==> src/rtl/ib_fifo_sub.sv <==
// Per-port input buffer FIFO with first-word fall-through head and occupancy pressure.
// Optional rejected-push counter enabled by defining IB_DROP_CNT_EN.
module ib_fifo_sub #(
   parameter int DEPTH    = 8,
   parameter int WIDTH    = 3,
   parameter int DATASIZE = 40
) (
   input  logic                ib_clk,
   input  logic                rst,
   input  logic [DATASIZE-1:0] data_in,
   input  logic                valid_in,
   output logic                in_ready,
   output logic [DATASIZE-1:0] data_out,
   output logic                valid_out,
   input  logic                rc_ready,
   output logic [WIDTH:0]      pressure_out,
   output logic [7:0]          drop_cnt
);

   localparam logic [WIDTH:0] CNT_FULL = (WIDTH+1)'(DEPTH);

   logic [DATASIZE-1:0] mem_q [DEPTH];
   logic [WIDTH-1:0]    wr_ptr_q, wr_ptr_d;
   logic [WIDTH-1:0]    rd_ptr_q, rd_ptr_d;
   logic [WIDTH:0]      count_q, count_d;
   logic                full, empty, push, pop;

   // Status comes only from the registered count, never from valid_in/rc_ready
   assign full         = (count_q == CNT_FULL);
   assign empty        = (count_q == '0);
   assign in_ready     = !full;
   assign valid_out    = !empty;
   assign pressure_out = count_q;
   assign data_out     = mem_q[rd_ptr_q];

   assign push = valid_in & in_ready;
   assign pop  = valid_out & rc_ready;

   always_comb begin
      wr_ptr_d = wr_ptr_q;
      rd_ptr_d = rd_ptr_q;
      count_d  = count_q;
      if (push) wr_ptr_d = wr_ptr_q + 1'b1;
      if (pop)  rd_ptr_d = rd_ptr_q + 1'b1;
      unique case ({push, pop})
         2'b10:   count_d = count_q + 1'b1;
         2'b01:   count_d = count_q - 1'b1;
         default: count_d = count_q;
      endcase
   end

   always_ff @(posedge ib_clk or posedge rst) begin
      if (rst) begin
         wr_ptr_q <= '0;
         rd_ptr_q <= '0;
         count_q  <= '0;
      end else begin
         wr_ptr_q <= wr_ptr_d;
         rd_ptr_q <= rd_ptr_d;
         count_q  <= count_d;
      end
   end

   // Storage is deliberately not reset; pointers alone define validity
   always_ff @(posedge ib_clk) begin
      if (push) mem_q[wr_ptr_q] <= data_in;
   end

`ifdef IB_DROP_CNT_EN
   logic [7:0] drop_q, drop_d;

   always_comb begin
      drop_d = drop_q;
      if (valid_in && full && (drop_q != 8'hFF)) drop_d = drop_q + 8'd1;
   end

   always_ff @(posedge ib_clk or posedge rst) begin
      if (rst) drop_q <= '0;
      else     drop_q <= drop_d;
   end

   assign drop_cnt = drop_q;
`else
   assign drop_cnt = 8'h00;
`endif

endmodule

==> config.mk <==
export PLATFORM = sky130hd
export DESIGN_NAME = ib_fifo_sub
export DESIGN_NICKNAME = d
export VERILOG_FILES = /design/src/rtl/ib_fifo_sub.sv
export SDC_FILE = /design/constraint.sdc
export NUM_CORES = 1
export LEC_CHECK = 0
export CELL_PAD_IN_SITES_DETAIL_PLACEMENT = 1
export CELL_PAD_IN_SITES_GLOBAL_PLACEMENT = 1
export CORE_MARGIN = 2
export CORE_UTILIZATION = 30
export DETAILED_ROUTE_END_ITERATION = 7
export DONT_BUFFER_PORTS = 1
export PLACE_DENSITY_LB_ADDON = 0.1
export SYNTH_ARGS = -nofsm -noshare
export SYNTH_HDL_FRONTEND = slang
export SYNTH_SLANG_ARGS = --single-unit
export TNS_END_PERCENT = 10
==> constraint.sdc <==
create_clock -name ib_clk -period 9.4 [get_ports ib_clk]
set_input_delay 1.88 -clock ib_clk [delete_from_list [all_inputs] [get_ports ib_clk]]
set_output_delay 1.88 -clock ib_clk [all_outputs]
set_load 0.01 [all_outputs]
==> impl_metrics.ini <==
[worst_hold_path]
whs_path_depth = 1
min_from = wr_ptr_q[0]
holdPathEnd = wr_ptr_q[0]
holdCritPathClass = flop to flop

[logic_synthesis]
synth_seq_cells = 330
syn-mean-instance-area_um2 = 24.2
ys_seq_area_share_pct = 75.7
synthCells = 538
syn-cell-area_um2 = 13000
synthDistinctLibCells = 35
synth.area.top_cells = edfxtp_1 74%, mux4_1 16%, mux2_2 3.7%
synth_top_area_cell = edfxtp_1
yosysTopAreaCellShare_pct = 73.7
synth_warnings = 0

[routing]
totalWireLength_mm = 28.4
num_vias = 5499
drt_iter0_drc = 224
drt-pass1-iter-count = 4
vias_per_cell = 4.68
drtAntennaViolNets = 0
wl_per_cell_um = 24.1
route.detailed.drc = 0

[floorplan]
num_io_pins = 98
start_util_pct = 30.3
chipWidth_um = 212
die_area_um2 = 45100
coreArea_um2 = 43000
rows = 76
die_y_um = 212

[place]
routabilityCongestion = 0.650
placed_cells = 1108
pre_cts_slack_ns = 4.76
portBuffers = 0
hpwl_mm = 14.2

[timing]
finalSetupViolations = 0
min_period_over_period_pct = 54.0
worst_slack_ns = 4.32
timing.final.hold_violations = 0
slew_headroom_pct = 34.2
fin_setup_tns_ns = 0
worstMarginPinSlew_ns = 0.987
fmax_ghz = 0.197
finalMaxSlewViolations = 0
finClkSkew_ns = 0.0177
period_needed_ns = 5.08
rsz0062_at_grt = false

[setup_path]
rr_startpoint = pressure_out[0]
critical_path.cell_chain = buf_4, mux4_1, mux2_2
timing.rr.end = pressure_out[3]
cp_max_fo = 52
cp_top_family = multiplexers
cp-start-kind = flop
crit_buf_inv = 1
regToRegSetupSlack_ns = 6.24
slowest_delay_ns = 0.81
required_ns = 7.52
critPathKind = flop to output port
critPathSlowestCell = buf_4
cp.arrival_ns = 3.20
rr_worst_depth = 7
end_kind = output port

[clocking]
clk_path_buf_depth = 3
holdBufCountCts = 0
cts.sinks = 330
post_cts_buffers = 0
ctsResizeCount = 0
tritoncts = yes
cts.clk_slew.worst_paths_ns = 0.06
cts-root-buf = clkbuf_16
cts_max_level = 2
numCtsBuffers = 38
clock_insertion_delay_worst_skew_ns = 0.53

[final_layout]
layout.nets = 613
utilization_pct = 34.7
drive_gt1_share_pct = 20.0
synthToLayoutAreaGrowth_pct = 14.3
final_cells = 1176
diodes = 0

[global_routing]
grt_max_degree = 67
track_usage_pct = 13.0
grt_pass1_vias = 6184
grt-ovfl-total = 0
grt_pass1_wl_mm = 41.4
antenna_found_initial = 0

[run]
max_cap_violations = 0

[pwr]
p_per_area_nw_per_um2 = 305
p_leak_nw = 4.83
ir_worst_vdd_mv = 0.148

[status]
outcome = completed
metrics by stage:
step	cell area [um2]	hold slack [ns]	power, mW
2_1_floorplan	13100	0.483	2.88
6_report	14900	0.529	4.54
3_3_place_gp	13700	0.499	3.21
3_5_place_dp	13700	0.529	3.23
5_1_grt	14900	0.555	4.79
4_1_cts	14900	0.537	4.67
worst reg2reg max path, delay by kind of cell (launching register included):
kind / cells / cell delay, ns
AO/OA/AOI/OAI: 2 / 0.27
adder cells (fa/ha/maj): 2 / 0.70
flip-flops: 1 / 0.49
AND/OR/NAND/NOR: 3 / 1.57
registers in the layout, indices dropped and copies added, names as in the netlist:
register and flops:
mem_q 320, pressure_out 4, rd_ptr_q 3, wr_ptr_q 3
synth_stat cells:
| cell | number |
|---|---|
| fa_1 | 1 |
| or4b_1 | 1 |
| xnor2_1 | 5 |
| mux4_1 | 79 |
| nand4_1 | 1 |
| ha_1 | 5 |
| a2111o_1 | 1 |
| nand2b_1 | 2 |
| conb_1 | 1 |
| a21oi_1 | 2 |
| nor3b_1 | 2 |
| clkbuf_1 | 8 |
| buf_6 | 9 |
| inv_1 | 6 |
| nand3b_1 | 1 |
| or4_4 | 1 |
| edfxtp_1 | 320 |
| buf_2 | 1 |
| buf_4 | 8 |
| nand2_1 | 3 |
| mux4_2 | 1 |
| mux2i_1 | 1 |
| dfrtp_1 | 10 |
| nor3_1 | 2 |
| o311ai_0 | 1 |
| nor2_1 | 7 |
| clkbuf_2 | 2 |
| mux2_2 | 43 |
| nand2_4 | 1 |
| o211ai_1 | 1 |
| nand3_1 | 4 |
| or4b_2 | 1 |
| buf_1 | 5 |
| o21ai_0 | 1 |
| xor2_1 | 1 |
metal layers:
layer | part of all wire (%) | wire length [um] | GRT usage (%) | up-vias
li1 | - | - | - | 2377
met2 | 49 | 13900 | 21.8 | 100
met4 | 2.3 | 651 | 3.98 | 0
met5 | 0 | 0 | 0 | -
met1 | 43 | 12100 | 15.9 | 2975
met3 | 6.0 | 1720 | 4.21 | 47
cells in the final DEF, fill, tap and decap left out, types with 2 or more instances in the layout:
| cell | Yosys | layout |
|---|---|---|
| a21oi_1 | 2 | 2 |
| buf_4 | 8 | 11 |
| bufinv_16 | 0 | 3 |
| clkbuf_1 | 8 | 10 |
| clkbuf_16 | 0 | 39 |
| clkinv_1 | 0 | 9 |
| clkinv_2 | 0 | 4 |
| conb_1 | 1 | 8 |
| dfrtp_1 | 10 | 7 |
| dfrtp_4 | 0 | 2 |
| edfxtp_1 | 320 | 320 |
| ha_1 | 5 | 5 |
| inv_1 | 6 | 6 |
| mux2_2 | 43 | 43 |
| mux4_1 | 79 | 79 |
| nand2_1 | 3 | 3 |
| nand2b_1 | 2 | 2 |
| nand3_1 | 4 | 4 |
| nor2_4 | 0 | 6 |
| nor3_2 | 0 | 2 |
| nor3b_1 | 2 | 2 |
| xnor2_1 | 5 | 5 |
area by class of cell:
type,count,area (um2)
multi-input combinational,176,3010
tap,585,732
inverter,6,22.5
timing repair buffer,11,82.6
clock inverter,19,169
clock buffer,49,1010
fill,4154,28100
sequential,330,9870
cell families after synthesis:
family,after synthesis,synth area share [%]
flip-flops,330,75.7
adder cells (fa/ha/maj),6,0.634
other,1,0.0288
XOR/XNOR,6,0.403
multiplexers,124,19.9
AO/OA/AOI/OAI,6,0.326
AND/OR/NAND/NOR,26,1.16
buffers and inverters,39,1.90
report_power, final:
part / internal, mW / switching (mW)
clock: 0.842 / 0.558
combinational: 0.519 / 0.637
sequential: 1.86 / 0.124
total: 3.22 / 1.32
how the worst max path moves through the flow:
stage,startpoint,to,slack [ns],cells after the start
floorplan,valid_in,mem_q[0][0],4.16,2
global placement,rd_ptr_q[0],data_out[7],4.76,3
detailed placement,rd_ptr_q[0],data_out[7],4.76,3
CTS,rd_ptr_q[0],data_out[7],4.18,3
global route,rd_ptr_q[0],data_out[9],4.11,3
finish,rd_ptr_q[0],data_out[7],4.32,3
Note: power is estimated with default switching activity, not from simulation.
